### config.mk
export PLATFORM = sky130hd
export DESIGN_NAME = hamming_enc_arbiter
export DESIGN_NICKNAME = d
export VERILOG_FILES = /design/src/rtl/hamming_enc_arbiter.sv
export SDC_FILE = /design/constraint.sdc
export NUM_CORES = 1
export LEC_CHECK = 0
export BUFFER_PORTS_ARGS = -buffer_cell sky130_fd_sc_hd__buf_2
export CAP_MARGIN = 25
export CORE_ASPECT_RATIO = 1.4
export CORE_UTILIZATION = 53
export DETAILED_ROUTE_END_ITERATION = 16
export GPL_TIMING_DRIVEN = 0
export PLACE_DENSITY = 0.87
export SLEW_MARGIN = 10
export SYNTH_ARGS = -nofsm -noshare
export SYNTH_HDL_FRONTEND = slang
export SYNTH_SLANG_ARGS = --single-unit
### constraint.sdc
create_clock -name clk_i -period 10 [get_ports clk_i]
set_input_delay 2 -clock clk_i [delete_from_list [all_inputs] [get_ports clk_i]]
set_output_delay 2 -clock clk_i [all_outputs]
set_load 0.005 [all_outputs]
### src/rtl/hamming_enc_arbiter.sv
// Round-robin arbiter feeding a shared two-stage SECDED Hamming encoder (pack, then encode).
// Optional one-shot bit-flip injection on the encode stage is enabled by defining HAMMING_ARB_ERR_INJ_EN.
module hamming_enc_arbiter #(
    parameter  int unsigned DATA_WIDTH  = 32,
    parameter  int unsigned NUM_REQ     = 4,
    localparam int unsigned ADDR_WIDTH  = $clog2(DATA_WIDTH + $clog2(DATA_WIDTH + 1) + 1),
    localparam int unsigned CODED_WIDTH = DATA_WIDTH + ADDR_WIDTH + 1,
    localparam int unsigned ID_WIDTH    = $clog2(NUM_REQ),
    localparam int unsigned POS_WIDTH   = $clog2(CODED_WIDTH)
) (
    input  logic                          clk_i,
    input  logic                          rst_i,
    input  logic [NUM_REQ-1:0]            req_valid_i,
    input  logic [NUM_REQ*DATA_WIDTH-1:0] req_data_i,
    output logic [NUM_REQ-1:0]            req_ready_o,
    output logic                          out_valid_o,
    input  logic                          out_ready_i,
    output logic [CODED_WIDTH-1:0]        out_data_o,
    output logic [ID_WIDTH-1:0]           out_id_o
`ifdef HAMMING_ARB_ERR_INJ_EN
    ,
    input  logic                          err_inj_i,
    input  logic [POS_WIDTH-1:0]          err_pos_i
`endif
);

    localparam int unsigned CNT_W = ID_WIDTH + 1;

    logic                   s1_valid;
    logic [CODED_WIDTH-1:0] s1_word;
    logic [ID_WIDTH-1:0]    s1_id;
    logic                   s2_valid;
    logic [CODED_WIDTH-1:0] s2_word;
    logic [ID_WIDTH-1:0]    s2_id;
    logic [ID_WIDTH-1:0]    rr_ptr;

    logic [NUM_REQ-1:0]     rot_valid;
    logic [CNT_W-1:0]       win_sum;
    logic [ID_WIDTH-1:0]    winner;
    logic [ID_WIDTH-1:0]    rr_next;
    logic                   grant_any;
    logic                   s1_room;
    logic                   s1_load;
    logic                   s2_load;
    logic [DATA_WIDTH-1:0]  sel_data;
    logic [DATA_WIDTH-1:0]  pack_rem;
    logic [CODED_WIDTH-1:0] pad_word;
    logic [CODED_WIDTH-1:0] code_word;
    logic                   par_acc;
    logic [CODED_WIDTH-1:0] err_mask;

    assign s2_load = s1_valid && (!s2_valid || out_ready_i);
    assign s1_room = !s1_valid || s2_load;
    assign s1_load = grant_any && s1_room;

    // Rotate requests so the search always starts at rr_ptr, then map back to an index
    always_comb begin
        rot_valid = NUM_REQ'({req_valid_i, req_valid_i} >> rr_ptr);
        grant_any = 1'b0;
        win_sum   = '0;
        for (int i = 0; i < NUM_REQ; i++) begin
            if (!grant_any && rot_valid[i]) begin
                grant_any = 1'b1;
                win_sum   = {1'b0, rr_ptr} + CNT_W'(i);
            end
        end
        if (win_sum >= CNT_W'(NUM_REQ)) begin
            win_sum = win_sum - CNT_W'(NUM_REQ);
        end
        winner = win_sum[ID_WIDTH-1:0];
    end

    assign rr_next = (winner == ID_WIDTH'(NUM_REQ - 1)) ? '0 : ID_WIDTH'(winner + 1'b1);

    assign req_ready_o = (grant_any && s1_room && !rst_i) ? NUM_REQ'(1) << winner : '0;

    always_comb begin
        sel_data = '0;
        for (int r = 0; r < NUM_REQ; r++) begin
            if (winner == ID_WIDTH'(r)) begin
                sel_data = req_data_i[r*DATA_WIDTH +: DATA_WIDTH];
            end
        end
    end

    // Data bits fill non-power-of-two positions from 3 upward; parity slots stay zero
    always_comb begin
        pad_word = '0;
        pack_rem = sel_data;
        for (int p = 3; p < CODED_WIDTH; p++) begin
            if ((p & (p - 1)) != 0) begin
                pad_word[p] = pack_rem[0];
                pack_rem    = pack_rem >> 1;
            end
        end
    end

    // Parity k covers every position whose index has bit k set; bit 0 closes overall parity
    always_comb begin
        code_word = s1_word;
        par_acc   = 1'b0;
        for (int k = 0; k < ADDR_WIDTH; k++) begin
            par_acc = 1'b0;
            for (int p = 1; p < CODED_WIDTH; p++) begin
                if (((p >> k) & 1) != 0) begin
                    par_acc = par_acc ^ s1_word[p];
                end
            end
            code_word[1 << k] = par_acc;
        end
        code_word[0] = ^code_word[CODED_WIDTH-1:1];
    end

`ifdef HAMMING_ARB_ERR_INJ_EN
    logic                 err_armed;
    logic [POS_WIDTH-1:0] err_pos;

    // New arming wins over consumption; an out-of-range position is consumed without a flip
    always_ff @(posedge clk_i or posedge rst_i) begin
        if (rst_i) begin
            err_armed <= 1'b0;
            err_pos   <= '0;
        end else if (err_inj_i) begin
            err_armed <= 1'b1;
            err_pos   <= err_pos_i;
        end else if (s2_load) begin
            err_armed <= 1'b0;
        end
    end

    always_comb begin
        err_mask = '0;
        if (err_armed && (32'(err_pos) < CODED_WIDTH)) begin
            err_mask = CODED_WIDTH'(1) << err_pos;
        end
    end
`else
    always_comb begin
        err_mask = '0;
    end
`endif

    always_ff @(posedge clk_i or posedge rst_i) begin
        if (rst_i) begin
            s1_valid <= 1'b0;
            s1_word  <= '0;
            s1_id    <= '0;
            s2_valid <= 1'b0;
            s2_word  <= '0;
            s2_id    <= '0;
            rr_ptr   <= '0;
        end else begin
            if (s1_load) begin
                s1_valid <= 1'b1;
                s1_word  <= pad_word;
                s1_id    <= winner;
                rr_ptr   <= rr_next;
            end else if (s2_load) begin
                s1_valid <= 1'b0;
            end
            if (s2_load) begin
                s2_valid <= 1'b1;
                s2_word  <= code_word ^ err_mask;
                s2_id    <= s1_id;
            end else if (out_ready_i) begin
                s2_valid <= 1'b0;
            end
        end
    end

    assign out_valid_o = s2_valid;
    assign out_data_o  = s2_word;
    assign out_id_o    = s2_id;

endmodule
=== After elaboration in Yosys (flattened, before gate mapping) ===
Cells that the tools add are included.

* $add $sub $neg: 5
* $lt $le $gt $ge: 1
* Equality and inequality tests: 3
* Shifts and indexed selects: 2
* Muxes and demuxes: 19
* Bitwise gates (word level): 84
* Reductions and logical operators: 18

{| class="wikitable"
|+ Operator list
! cell !! count
|-
| $mux W32 || 4
|-
| $xor A1 B1 Y1 || 84
|-
| $reduce_xor A38 Y1 || 1
|-
| $mux W3 || 3
|-
| $mux W1 || 8
|-
| $shr A8 B2 Y4 || 1
|-
| $add A2 B2 Y3 const B || 2
|-
| $logic_and A1 B1 Y1 || 6
|-
| $logic_not A1 Y1 || 6
|-
| $mux W2 || 3
|-
| $eq A2 B2 Y1 const B || 2
|-
| $mux W4 || 1
|-
| $reduce_bool A2 Y1 || 2
|-
| $shl A1 B2 Y4 const A || 1
|-
| $add A2 B1 Y3 const B || 1
|-
| $ge A3 B3 Y1 const B || 1
|-
| $add A2 B1 Y2 const B || 1
|-
| $eq A2 B1 Y1 const B || 1
|-
| $logic_not A2 Y1 || 1
|-
| $logic_or A1 B1 Y1 || 2
|-
| $sub A2 B1 Y2 const B || 1
|}

* Flip-flop bits (word level): 79
* Input port bits: 135
* Output and inout port bits: 46
* Logic and storage cells: 139

=== Longest topological paths before layout ===
Gate-level depths: netlist of the first run.

* Depth after elaboration: 18
* Mapped depth: 11

=== Worst setup path after synthesis of the first run ===
OpenSTA, ideal clock, no wires.

* Path type: in2out
* From: input rst_i
* To: output req_ready_o[0]
* Arrival: 4.043 ns
* Data required time: 8.000 ns
* Setup slack: 3.957 ns
* Stages on the path: 2
* Path buffers: 0
* Cell sequence: inv_1 > and3_1

* Cells in the longest elaborated chain, start to end: 3

{| class="wikitable"
|+ Ends and longest elaborated chain
! element !! RTL line !! source
|-
| start, declared || 12 || <nowiki>input logic rst_i,</nowiki>
|-
| $logic_not A1 Y1 (no line) || n/a ||
|-
| $logic_and A1 B1 Y1 || 75 || <nowiki>assign req_ready_o = (grant_any && s1_room && !rst_i) ? NUM_REQ'(1) << winner : '0;</nowiki>
|-
| $mux W4 || 75 ||
|-
| end, declared || 15 || <nowiki>output logic [NUM_REQ-1:0] req_ready_o,</nowiki>
|}

Every way passes these cells.

=== Worst setup path after layout of the first run ===
* From: input req_valid_i[2]
* To: output req_ready_o[3]

* Cells in the longest elaborated chain, start to end: 15

{| class="wikitable"
|+ Ends and longest elaborated chain
! element !! RTL line !! source
|-
| start, declared || 13 || <nowiki>input logic [NUM_REQ-1:0] req_valid_i,</nowiki>
|-
| $shr A8 B2 Y4 * || 58 || <nowiki>rot_valid = NUM_REQ'({req_valid_i, req_valid_i} >> rr_ptr);</nowiki>
|-
| $mux W1 || 62 || <nowiki>if (!grant_any && rot_valid[i]) begin</nowiki>
|-
| $logic_not A1 Y1 || 62 ||
|-
| $logic_and A1 B1 Y1 || 62 ||
|-
| $mux W1 || 62 ||
|-
| $logic_not A1 Y1 || 62 ||
|-
| $logic_and A1 B1 Y1 || 62 ||
|-
| $mux W1 || 62 ||
|-
| $logic_not A1 Y1 || 62 ||
|-
| $logic_and A1 B1 Y1 || 62 ||
|-
| $mux W3 * || 62 ||
|-
| $ge A3 B3 Y1 / $sub A2 B1 Y2 (equally long branches) || 67, 68 ||
|-
| $mux W2 * || 67 || <nowiki>if (win_sum >= CNT_W'(NUM_REQ)) begin</nowiki>
|-
| net win_sum[0] || 38 || <nowiki>logic [CNT_W-1:0] win_sum;</nowiki>
|-
| $shl A1 B2 Y4 * || 75 ||
|-
| $mux W4 * || 75 ||
|}

The timed path passes the listed nets; every way through them passes the cells marked *.

==> flow_summary.json, run 1 <==
{
  "worst_slew_pin_slew_ps": 593,
  "r2r-end": "s1_word[36]$_DFFE_PP0P_",
  "dr.max_layer_used": "met4",
  "relSlewSlack": 0.605,
  "vias": 4292,
  "clkTransAtPathRegs_ps": 60,
  "cp-start-kind": "input pin",
  "antenna_cells": 0,
  "grt_max_degree": 70,
  "fin_skew_ps": 2.84,
  "cts_tree": "built",
  "whs_endpoint": "out_data_o[32]$_DFFE_PP0P_",
  "drt_pass1_iterations": 9,
  "fmax_mhz": 160,
  "cp_max_fo": 10,
  "gp_congestion": 0.898,
  "met2WireLength_um": 7040,
  "synth.avg_cell_area_um2": 9.90,
  "cts.sinks": 79,
  "setup_viol": 0,
  "vdd_drop_max_mv": 0.486,
  "totalPowerFinal_uw": 2720,
  "report.final.slew_viol_count": 0,
  "nFillCells": 610,
  "port_buffers": 180,
  "dieArea_um2": 8840,
  "syn_area_um2": 4480,
  "rsz0062_at_grt": "no",
  "vias_per_cell": 5.71,
  "seq_area_um2": 1980,
  "synth-seq-cells": 79,
  "fin_crit_sh": 0.626,
  "wl_met3_um": 828,
  "yosys.area.top_type_share": 0.441,
  "hp-class": "reg -> reg",
  "netlist_instances": 453,
  "root_buffer": "clkbuf_16",
  "hold_path_depth": 2,
  "grt.total_usage": 0.324,
  "post_cts_buffers": 0,
  "synth_warnings": 0,
  "end_kind": "primary output",
  "dpl.hpwl_um": 10500,
  "pin_count": 181,
  "hold_viol": 0,
  "wire_per_inst_um": 17.8,
  "rrSetupSlack_ps": 6880,
  "max_cap_viol_count": 0,
  "postCtsHoldBufs": 0,
  "synth_area_leaders": "dfrtp_1 44%, mux2_2 8.8%, xnor2_1 8.2%",
  "synthDistinctLibCells": 27,
  "final_nets": 784,
  "grt_pass1_wl_um": 21800,
  "p_per_area_nw_per_um2": 459,
  "grt_pass1_vias": 4421,
  "ctsResizeCount": 0,
  "clk_latency_ps": 330,
  "async_reset_ff_frac": 1.00,
  "whs_ps": 480,
  "yosys.area.top_type": "dfrtp_1",
  "ys_top_cells_by_count": "79 x dfrtp_1, 47 x nand2_1, 42 x xnor2_1",
  "row_count": 39,
  "core_um2": 8200,
  "die_width_um": 79.7,
  "multi_input_area_um2": 2360,
  "drtIter0Drc": 248,
  "drc_errors": 0,
  "min_from": "out_data_o[32]$_DFFE_PP0P_",
  "die_height_um": 111,
  "status": "finished clean",
  "yosysSeqAreaShare": 0.441,
  "cp.arrival_ps": 4260,
  "area_growth_pct": 32.1,
  "fin_crit_ps": 6260,
  "numCtsBuffers": 9,
  "postRouteAntennaNets": 0,
  "fin_util": 0.722,
  "start_util": 0.547,
  "synth_edf_count": 0,
  "htree_levels": 3,
  "grt_overflow": 0,
  "crit-reg2reg-launch": "rr_ptr[1]$_DFFE_PP0P_",
  "leakagePower_uw": 0.00282,
  "reg2reg_depth": 11,
  "clockBufferDepth": 2,
  "yosysMostFrequentCell": "dfrtp_1",
  "drt_wl_total_um": 13400,
  "drive_above_1_share": 0.362,
  "path_class": "in -> out",
  "ys.flop_type": "dfrtp_1",
  "tns_ps": 0,
  "antenna_found_initial": 0,
  "crit_required_ps": 8000,
  "met1_length_um": 5190,
  "synth_nets": 592
}
[cells by family after synthesis]
group / count (synthesis) / share of synthesized area
compound gates: 114 / 0.155
xor+xnor: 58 / 0.134
fa+ha+maj: 4 / 0.0112
buf+inv: 38 / 0.0318
flops: 79 / 0.441
mux: 36 / 0.0901
simple gates: 124 / 0.136
[registers in the layout (all words and copies together) (netlist names)]
name,count
out_data_o,39
s1_valid,1
rr_ptr,2
s1_id,2
out_valid_o,1
out_id_o,2
s1_word,32
[where the power goes]
part           internal, µW  total [µW]  switching (µW)  leakage [µW]
sequential              480         624             144      0.000984
combinational           940        1680             741       0.00165
clock                   283         410             127      0.000182
total                  1700        2720            1010       0.00282
[worst max-delay path by stage]
| stage | startpoint | to | slack, ps | cells after the start |
|---|---|---|---|---|
| 6_report | req_valid_i[2] | req_ready_o[3] | 3740 | 9 |
| 3_5_place_dp | req_valid_i[2] | req_ready_o[3] | 3800 | 9 |
| 2_1_floorplan | rst_i | req_ready_o[0] | 3960 | 2 |
| 5_1_grt | req_valid_i[0] | req_ready_o[3] | 3580 | 9 |
| 4_1_cts | req_valid_i[0] | req_ready_o[3] | 3800 | 9 |
| 3_3_place_gp | rst_i | req_ready_o[3] | 3230 | 4 |
[per-layer routing]
layer  vias up  global-route usage
met2       226               0.558
met4         0               0.129
met5         -                   0
met1      2050               0.404
li1       1984                   -
met3        32              0.0444
[cells in the final DEF (no fill, tap or decap), drive strengths merged]
master / synthesis / routed
buf: 0 / 181
nor4: 1 / 1
o22ai: 1 / 1
o31ai: 1 / 1
o21ai: 41 / 41
nor2b: 33 / 33
nand2b: 3 / 3
nand3b: 1 / 1
a21o: 1 / 1
mux2i: 1 / 1
mux2: 35 / 35
dfrtp: 79 / 79
nor3: 32 / 32
ha: 4 / 4
nand2: 47 / 47
xnor3: 6 / 6
a21oi: 38 / 38
clkinvlp: 0 / 1
and3: 4 / 4
xnor2: 43 / 43
o21a: 1 / 1
a221oi: 31 / 31
xor2: 9 / 9
clkbuf: 34 / 45
inv: 4 / 4
bufinv: 0 / 4
nor2: 3 / 3
[layout make-up]
cell class              instances  share of cell area
flip-flops and latches         79               0.334
multi-input cells             336               0.399
clock buffers                  11              0.0427
repair buffers                181               0.157
inverters                       4             0.00296
clock inverters                 5              0.0216
well taps                     102              0.0216
plain buffers                  34              0.0216
[through the flow]
| stage | cell area (µm²) | setup WS (ps) | instances |
|---|---|---|---|
| after floorplan | 4480 | 3960 | 453 |
| after global placement | 5510 | 3230 | 735 |
| after detailed placement | 5540 | 3800 | 736 |
| after CTS | 5920 | 3800 | 752 |
| after global routing | 5920 | 3580 | 752 |
| final | 5920 | 3740 | 752 |
[critical path, stage by stage]
cell      delay [ps]
buf_2            130
mux2i_1          150
nor2_1            50
nor3_1           440
ha_1             280
clkbuf_1         400
clkbuf_1         450
and3_1           250
buf_2            110
(Power assumes the default switching activity.)
==> run 2, diff against run 1 <==
Settings changed: CORE_UTILIZATION 53 to 44, PLACE_DENSITY 0.87 to 0.77.
Clock period 10 ns to 5.2 ns, I/O delays scaled along.
==> flow_summary.json, run 2 (synthesized netlist as in run 1, its figures left out) <==
{
  "core_um2": 9900,
  "cts_tree": "built",
  "cp_max_fo": 10,
  "whs_endpoint": "out_data_o[8]$_DFFE_PP0P_",
  "antenna_cells": 0,
  "max_cap_viol_count": 0,
  "reg2reg_depth": 10,
  "grt_util_met3": 0.0449,
  "fmax_mhz": 228,
  "fin_skew_ps": 5.12,
  "drive_above_1_share": 0.360,
  "grt_max_degree": 70,
  "postRouteAntennaNets": 0,
  "drc_errors": 0,
  "post_cts_buffers": 0,
  "drt_pass1_iterations": 4,
  "report.final.slew_viol_count": 0,
  "largest_register_ffs": 39,
  "port_buffers": 180,
  "worst_slew_pin_slew_ps": 637,
  "htree_levels": 3,
  "start_util": 0.453,
  "p_per_area_nw_per_um2": 863,
  "grt_pass1_wl_um": 20900,
  "crit_required_ps": 4160,
  "final_common_cell": "buf_2",
  "dieArea_um2": 10600,
  "pin_count": 181,
  "end_kind": "primary output",
  "fin_crit_sh": 0.844,
  "rrSetupSlack_ps": 2160,
  "fin_util": 0.600,
  "relSlewSlack": 0.575,
  "vias": 4199,
  "leakagePower_uw": 0.00281,
  "ctsResizeCount": 0,
  "postCtsHoldBufs": 0,
  "die_height_um": 121,
  "setup_slack_ps": 810,
  "path_class": "in -> out",
  "die_width_um": 87.3,
  "drt_wl_total_um": 13300,
  "antenna_found_initial": 0,
  "hp-class": "reg -> reg",
  "drtIter0Drc": 160,
  "min_from": "out_data_o[8]$_DFFE_PP0P_",
  "clk_latency_ps": 340,
  "tns_ps": 0,
  "vias_per_cell": 5.35,
  "hold_viol": 0,
  "critical_path.slowest_cell": "clkbuf_1",
  "dpl.hpwl_um": 10600,
  "row_count": 43,
  "top_usage_layer": "met2",
  "rsz0062_at_grt": "no",
  "area_growth_pct": 32.6,
  "cts.sinks": 79,
  "most-common-layout-cells": "180 x buf_2, 79 x dfrtp_1, 47 x nand2_1",
  "gp_congestion": 0.917,
  "hold_path_depth": 2,
  "startpoint": "req_valid_i[0]",
  "grt.total_usage": 0.263,
  "path_cells": "buf_2, mux2i_1, nor2_1, nor3_1, ha_1, clkbuf_1, clkbuf_1, and3_1, buf_2",
  "root_buffer": "clkbuf_16",
  "grt_use_met2": 0.467,
  "grt_overflow": 0,
  "cp.arrival_ps": 3350,
  "clockBufferDepth": 2,
  "fin_crit_ps": 4390,
  "wire_per_inst_um": 16.9,
  "r2r-end": "s1_word[3]$_DFFE_PP0P_",
  "crit-reg2reg-launch": "rr_ptr[1]$_DFFE_PP0P_",
  "grt_pass1_vias": 4261,
  "clkTransAtPathRegs_ps": 60,
  "grt_util_met1": 0.310,
  "vdd_drop_max_mv": 0.786,
  "max_stage_delay_ps": 550,
  "cp-start-kind": "input pin",
  "final_nets": 784,
  "numCtsBuffers": 9,
  "setup_viol": 0,
  "totalPowerFinal_uw": 5130,
  "dp_slack_ps": 828,
  "nFillCells": 863,
  "status": "finished clean"
}
## run 2: where the power goes
| group | internal (µW) | total [µW] | switching (µW) |
|---|---|---|---|
| logic | 1810 | 3170 | 1360 |
| registers | 924 | 1200 | 274 |
| clock network | 516 | 761 | 244 |
| total | 3250 | 5130 | 1880 |
## run 2: worst max path at each step
stage                          end
detailed placement  req_ready_o[3]
global placement    req_ready_o[1]
finish              req_ready_o[3]
floorplan           req_ready_o[0]
CTS                 req_ready_o[3]
global route        req_ready_o[3]
## run 2: area by class of cell
cell class | count | area [µm²] | area share
multi-input combinational | 336 | 2360 | 0.398
buffer | 34 | 128 | 0.0215
clock inverter | 6 | 133 | 0.0223
clock buffer | 10 | 229 | 0.0385
tap | 135 | 169 | 0.0284
sequential | 79 | 1980 | 0.333
inverter | 4 | 17.5 | 0.00295
timing repair buffer | 181 | 928 | 0.156
## run 2: metrics by stage
stage	std cells	hold WS, ps	cell area (µm²)
finish	785	477	5940
global route	785	509	5940
CTS	785	481	5940
detailed placement	769	469	5580
global placement	768	463	5550
floorplan	453	446	4480
## run 2: worst max-delay path: cells and delay by family
kind / cells / cell delay [ps]
fa+ha+maj: 1 / 280
buf+inv: 4 / 1150
mux: 1 / 130
simple gates: 3 / 760
## run 2: per-layer routing
layer | routed length (µm) | share of wire
met1 | 5140 | 0.39
met2 | 7080 | 0.53
met3 | 690 | 0.052
met4 | 349 | 0.026
met5 | 0 | 0
